`src/rtl/axis_tkeep_fifo.sv`:
```
// AXI-Stream FIFO that stores tkeep as a compact "last valid byte" index
// and presents a fully registered read side (data, keep, last, valid).
module axis_tkeep_fifo #(
    parameter int DATA_WIDTH      = 256,
    parameter int TKEEP_WIDTH     = DATA_WIDTH / 8,
    parameter int DEPTH           = 16,
    parameter int TKEEP_ENC_WIDTH = $clog2(TKEEP_WIDTH)
) (
    input  logic                     clk,
    input  logic                     reset,
    input  logic [DATA_WIDTH-1:0]    s_axis_tdata,
    input  logic [TKEEP_WIDTH-1:0]   s_axis_tkeep,
    input  logic                     s_axis_tlast,
    input  logic                     s_axis_tvalid,
    output logic                     s_axis_tready,
    output logic [DATA_WIDTH-1:0]    m_axis_tdata,
    output logic [TKEEP_WIDTH-1:0]   m_axis_tkeep,
    output logic                     m_axis_tlast,
    output logic                     m_axis_tvalid,
    input  logic                     m_axis_tready,
    output logic [$clog2(DEPTH):0]   fill_count
);
    localparam int AW = $clog2(DEPTH);
    localparam int EW = DATA_WIDTH + TKEEP_ENC_WIDTH + 1;
    localparam logic [AW:0] CNT_ONE  = (AW + 1)'(1);
    localparam logic [AW:0] CNT_FULL = (AW + 1)'(DEPTH);

    logic [EW-1:0]              r_mem [DEPTH];
    logic [AW-1:0]              r_wr_ptr;
    logic [AW-1:0]              r_rd_ptr;
    logic [AW:0]                r_mem_count;
    logic [AW:0]                r_fill;
    logic [DATA_WIDTH-1:0]      r_m_tdata;
    logic [TKEEP_WIDTH-1:0]     r_m_tkeep;
    logic                       r_m_tlast;
    logic                       r_m_tvalid;

    logic                       w_wr;
    logic                       w_rd;
    logic                       w_load;
    logic [TKEEP_ENC_WIDTH-1:0] w_enc;
    logic [EW-1:0]              w_rd_entry;
    logic [TKEEP_ENC_WIDTH-1:0] w_rd_enc;
    logic [TKEEP_WIDTH-1:0]     w_keep_dec;

    // tready comes only from the registered fill level, never from m_axis_tready
    assign s_axis_tready = !reset && (r_fill < CNT_FULL);
    assign w_wr          = s_axis_tvalid && s_axis_tready;
    assign w_rd          = r_m_tvalid && m_axis_tready;
    assign w_load        = (r_mem_count != '0) && (!r_m_tvalid || m_axis_tready);

    // Index of the last kept byte: one below the first zero above bit 0
    always_comb begin
        w_enc = TKEEP_ENC_WIDTH'(TKEEP_WIDTH - 1);
        for (int i = TKEEP_WIDTH - 1; i >= 1; i--) begin
            if (!s_axis_tkeep[i]) begin
                w_enc = TKEEP_ENC_WIDTH'(i - 1);
            end
        end
    end

    assign w_rd_entry = r_mem[r_rd_ptr];
    assign w_rd_enc   = w_rd_entry[TKEEP_ENC_WIDTH:1];

    always_comb begin
        w_keep_dec = '0;
        for (int i = 0; i < TKEEP_WIDTH; i++) begin
            w_keep_dec[i] = (i <= int'(w_rd_enc));
        end
    end

    always_ff @(posedge clk) begin
        if (w_wr) begin
            r_mem[r_wr_ptr] <= {s_axis_tdata, w_enc, s_axis_tlast};
        end
    end

    always_ff @(posedge clk) begin
        if (reset) begin
            r_wr_ptr    <= '0;
            r_rd_ptr    <= '0;
            r_mem_count <= '0;
            r_fill      <= '0;
            r_m_tdata   <= '0;
            r_m_tkeep   <= '0;
            r_m_tlast   <= 1'b0;
            r_m_tvalid  <= 1'b0;
        end else begin
            if (w_wr) begin
                r_wr_ptr <= r_wr_ptr + 1'b1;
            end

            if (w_load) begin
                r_rd_ptr   <= r_rd_ptr + 1'b1;
                r_m_tdata  <= w_rd_entry[EW-1 -: DATA_WIDTH];
                r_m_tkeep  <= w_keep_dec;
                r_m_tlast  <= w_rd_entry[0];
                r_m_tvalid <= 1'b1;
            end else if (w_rd) begin
                r_m_tvalid <= 1'b0;
            end

            if (w_wr && !w_load) begin
                r_mem_count <= r_mem_count + CNT_ONE;
            end else if (!w_wr && w_load) begin
                r_mem_count <= r_mem_count - CNT_ONE;
            end

            // fill includes the beat parked in the output register
            if (w_wr && !w_rd) begin
                r_fill <= r_fill + CNT_ONE;
            end else if (!w_wr && w_rd) begin
                r_fill <= r_fill - CNT_ONE;
            end
        end
    end

    assign m_axis_tdata  = r_m_tdata;
    assign m_axis_tkeep  = r_m_tkeep;
    assign m_axis_tlast  = r_m_tlast;
    assign m_axis_tvalid = r_m_tvalid;
    assign fill_count    = r_fill;

endmodule
```
`config.mk`:
```
export PLATFORM = sky130hd
export DESIGN_NAME = axis_tkeep_fifo
export DESIGN_NICKNAME = d
export VERILOG_FILES = /design/src/rtl/axis_tkeep_fifo.sv
export SDC_FILE = /design/constraint.sdc
export NUM_CORES = 2
export LEC_CHECK = 0
export BUFFER_PORTS_ARGS = -buffer_cell sky130_fd_sc_hd__buf_2
export CAP_MARGIN = 20
export CORE_MARGIN = 2
export CORE_UTILIZATION = 63
export CTS_CLUSTER_DIAMETER = 100
export DETAILED_ROUTE_END_ITERATION = 6
export PLACE_DENSITY = 0.81
export SYNTH_ARGS = -nofsm -noshare
export SYNTH_HDL_FRONTEND = slang
export SYNTH_MEMORY_MAX_BITS = 65536
export SYNTH_SLANG_ARGS = --single-unit
```
`constraint.sdc`:
```
create_clock -name clk -period 56.2 [get_ports clk]
set_input_delay 2.81 -clock clk [delete_from_list [all_inputs] [get_ports clk]]
set_output_delay 2.81 -clock clk [all_outputs]
set_load 0.03 [all_outputs]
```
==> metrics.log <==
[metrics] status: finished, final reports clean
[metrics] master cell of the clock root buffer: sky130_fd_sc_hd__clkbuf_16
[metrics] flop and latch count out of synthesis: 4504
[metrics] dominant cell type by area after synthesis: sky130_fd_sc_hd__edfxtp_1
[metrics] Data required, critical path: 56.74 ns
[metrics] number of max-cap violations: 0
[metrics] CTS Sinks: 4504
[metrics] number of antenna violations at the first check in global routing: 116
[metrics] number of detailed-route iterations in the first pass: 6
[metrics] Synth Warn #: 0
[metrics] fin nets: 8357
[metrics] Data arrival, critical path: 7.20 ns
[metrics] number of buffers created by CTS: 425
[metrics] Resized Gates After CTS: 0
[metrics] setup clock skew after layout: 0.0707 ns
[metrics] IR Drop Worst-Case VDD: 65.2 uV
[metrics] count of input and output buffers: 587
[metrics] post-CTS repair timing setup buffer count: 0
[metrics] Filler Cells Inserted: 14400
[metrics] number of nets still failing antenna checks after routing: 0
[metrics] mean post-synth cell area: 23.5 um^2
[metrics] Synth top area share: 73.4%
[metrics] main area contributors after synthesis: sky130_fd_sc_hd__edfxtp_1 73%, sky130_fd_sc_hd__mux4_2 9.2%, sky130_fd_sc_hd__mux4_1 9.0%, sky130_fd_sc_hd__dfxtp_1 3.6%, sky130_fd_sc_hd__nand2_1 1.1%
[metrics] remaining max-slew budget at the tightest pin: 15.7%
[metrics] time the worst path needs with I/O delays and setup: 6.66 ns
[metrics] number of cells in the finished layout apart from fillers: 12100
[metrics] Worst-path clk slew: 0.06 ns
[metrics] path class of the lowest-slack min-delay path: reg -> reg
[metrics] number of distinct standard cells referenced by the synthesized netlist: 57
[metrics] Leakage Power: 61.8 nW
[metrics] I/O Pins: 589
[metrics] pin count of the biggest net entering global routing: 188
[metrics] fraction of the cycle the final worst path needs: 11.9%
[metrics] max-slew violations: 0
[metrics] sequential share of the synthesized area: 77.0%
[metrics] Net Count, Synth: 7614
[metrics] first-pass GRT wire length: 624 mm
[metrics] fraction of synthesis flops using an asynchronous set or reset pin: 0%
[metrics] die footprint: 0.276 mm^2
[metrics] DP HPWL: 194 mm
[metrics] DIE WIDTH: 526 um
[metrics] final sum of negative setup slack: 0 ns
[metrics] slew at the pin closest to its max-slew limit: 1.26 ns
[metrics] Gate Count Post-Synth: 7306
[metrics] DRC violation total after the first TritonRoute iteration: 12100
[metrics] ratio of routed vias to standard cells: 6.99
[metrics] Setup violations, final: 0
[metrics] number of flops mapped to enable cells by yosys: 4192
[metrics] detailed-route wire length per cell: 36.2 um
[metrics] overall die height: 526 um
[metrics] RePlAce Congestion: 0.799
[metrics] peak fanout along the critical path: 96
[metrics] Most used DFF post-synth: sky130_fd_sc_hd__edfxtp_1
[metrics] area added between synthesis and finish: 12.1%
[metrics] final hold vios: 0
[metrics] post-synth design cell area: 0.172 mm^2
[metrics] std cell rows: 191
[metrics] global-route usage over all layers: 31.6%
[metrics] pwr dens: 45.7 mW/mm^2
[metrics] element type at the critical path start: primary input
[metrics] critical path type: in -> reg
[metrics] TritonCTS clock tree: yes
[metrics] crit end category: flop
[metrics] maximum buffer depth of the clock tree: 4
[metrics] H-Tree Level Count: 5
[metrics] number of buffers added to fix hold violations after cts: 0
[metrics] via count of the first global-routing pass: 87300
[metrics] fraction of final layout cells with drive strength greater than 1: 24.9%
[metrics] clock insertion delay at the later pin of the skew report: 0.99 ns
[metrics] Initial Util: 63.3%
[metrics] maximum frequency from static timing analysis: 150 MHz
[metrics] standard cell core area: 0.271 mm^2
[metrics] unrepaired setup endpoints after global routing: no
[metrics] Inst Count DP: 11200
[metrics] total via count after detailed routing: 84500
[metrics] Detailed Route WL: 438 mm
[metrics] DRC errors left: 0
[metrics] global route total overflow: 0
metal layers:
metal  GRT usage (%)  part of all wire (%)  vias up
met5               0                  0.10        -
met4            13.3                   4.2       70
met3            7.12                    11     1033
met2            51.7                    50     6191
met1            41.5                    35    44400
li1                -                     -    32900
cells in the final DEF (no fill, tap or decap), types with 40 or more instances in the layout:
| cell type | instances |
|---|---|
| sky130_fd_sc_hd__clkinv_1 | 74 |
| sky130_fd_sc_hd__nor2_1 | 75 |
| sky130_fd_sc_hd__clkbuf_8 | 40 |
| sky130_fd_sc_hd__dfxtp_1 | 308 |
| sky130_fd_sc_hd__clkbuf_16 | 432 |
| sky130_fd_sc_hd__a211oi_1 | 46 |
| sky130_fd_sc_hd__clkbuf_1 | 77 |
| sky130_fd_sc_hd__bufinv_16 | 43 |
| sky130_fd_sc_hd__buf_2 | 586 |
| sky130_fd_sc_hd__clkinv_2 | 86 |
| sky130_fd_sc_hd__buf_4 | 98 |
| sky130_fd_sc_hd__nand2_1 | 519 |
| sky130_fd_sc_hd__edfxtp_1 | 4192 |
| sky130_fd_sc_hd__diode_2 | 92 |
| sky130_fd_sc_hd__mux4_1 | 589 |
| sky130_fd_sc_hd__mux4_2 | 699 |
| sky130_fd_sc_hd__a21oi_1 | 280 |
kinds of logic (layout without fill, tap and decap cells):
family	Yosys count	after routing	share of synthesized area (%)
buffers and inverters	414	1535	1.64
adders and majority gates	15	15	0.118
xor gates and xnor gates	14	14	0.0715
muxes	1310	1310	18.3
and+or+nand+nor	680	680	1.61
AOI/OAI and AO/OA	369	369	1.19
other	0	92	0
DFF	4504	4504	77.0
path summary, 6_finish.rpt:
| check | start | to | slack [ns] | cells past startpoint |
|---|---|---|---|---|
| min reg2reg | m_axis_tdata[214] | m_axis_tdata[214] | 0.45 | 2 |
| min | m_axis_tdata[214] | m_axis_tdata[214] | 0.45 | 2 |
| max | reset | r_mem[12][179] | 49.54 | 9 |
| max reg2reg | flop | m_axis_tdata[38] | 51.07 | 7 |
report_power, final:
part / total [W] / internal (W) / switching [W]
logic: 0.00191 / 0.000799 / 0.00111
registers: 0.00391 / 0.00381 / 0.000100
clock network: 0.00296 / 0.00167 / 0.00129
Yosys cell counts (4+ instances only):
| cell | number |
|---|---|
| sky130_fd_sc_hd__nand2_1 | 519 |
| sky130_fd_sc_hd__o21ai_0 | 13 |
| sky130_fd_sc_hd__mux4_2 | 699 |
| sky130_fd_sc_hd__a21o_1 | 5 |
| sky130_fd_sc_hd__buf_4 | 14 |
| sky130_fd_sc_hd__buf_6 | 95 |
| sky130_fd_sc_hd__mux4_1 | 589 |
| sky130_fd_sc_hd__nor3_1 | 5 |
| sky130_fd_sc_hd__buf_2 | 114 |
| sky130_fd_sc_hd__buf_1 | 31 |
| sky130_fd_sc_hd__clkbuf_1 | 120 |
| sky130_fd_sc_hd__xor2_1 | 9 |
| sky130_fd_sc_hd__a21oi_1 | 280 |
| sky130_fd_sc_hd__buf_12 | 16 |
| sky130_fd_sc_hd__nand3b_1 | 4 |
| sky130_fd_sc_hd__mux2i_1 | 21 |
| sky130_fd_sc_hd__nor2_1 | 87 |
| sky130_fd_sc_hd__dfxtp_1 | 312 |
| sky130_fd_sc_hd__a211oi_1 | 46 |
| sky130_fd_sc_hd__nor2b_1 | 22 |
| sky130_fd_sc_hd__a31oi_1 | 4 |
| sky130_fd_sc_hd__edfxtp_1 | 4192 |
| sky130_fd_sc_hd__nand3_1 | 10 |
| sky130_fd_sc_hd__inv_1 | 12 |
| sky130_fd_sc_hd__nand2b_1 | 5 |
| sky130_fd_sc_hd__buf_8 | 7 |
| sky130_fd_sc_hd__nand4_1 | 9 |
| sky130_fd_sc_hd__ha_1 | 13 |
| sky130_fd_sc_hd__xnor2_1 | 5 |
stage by stage:
step | hold WS [ns] | area [um^2] | total power [W] | setup WS, ns | utilization, %
after CTS | 0.453 | 192000 | 0.00880 | 49.57 | 70.9
after global placement | 0.442 | 178000 | 0.00577 | 48.63 | 65.6
after detailed placement | 0.444 | 178000 | 0.00582 | 48.53 | 65.6
final | 0.452 | 192000 | 0.00878 | 49.54 | 71.0
after global routing | 0.462 | 192000 | 0.00901 | 49.44 | 71.0
after floorplan | 0.459 | 172000 | 0.00537 | 33.26 | -
sequential cells by signal, indices dropped and copies added (netlist names), named ones only:
register and cells:
m_axis_tkeep 32, r_mem 4192, r_rd_ptr 4, r_mem_count 5, m_axis_tdata 256, r_wr_ptr 4
m_axis_tvalid 1, fill_count 5, m_axis_tlast 1
worst max-delay path, stage by stage:
cell and delay, ns:
sky130_fd_sc_hd__buf_8 0.29, sky130_fd_sc_hd__nor2_1 0.21, sky130_fd_sc_hd__and2_1 0.15, sky130_fd_sc_hd__buf_4 0.21
sky130_fd_sc_hd__nand2_1 0.27, sky130_fd_sc_hd__nor2_4 0.92, sky130_fd_sc_hd__buf_4 0.62, sky130_fd_sc_hd__buf_12 0.66
sky130_fd_sc_hd__buf_4 0.87
cell type report:
| class | instances | area (um^2) | share of cell area, % |
|---|---|---|---|
| clock buffers | 549 | 11600 | 6.06 |
| flip-flops and latches | 4504 | 132000 | 68.7 |
| diodes | 92 | 230 | 0.120 |
| well taps | 3570 | 4470 | 2.32 |
| repair buffers | 717 | 4320 | 2.25 |
| clock inverters | 256 | 2770 | 1.44 |
| inverters | 13 | 56.3 | 0.0293 |
| multi-input cells | 2388 | 36700 | 19.1 |
No activity file was read; power rests on OpenSTA's default activity.
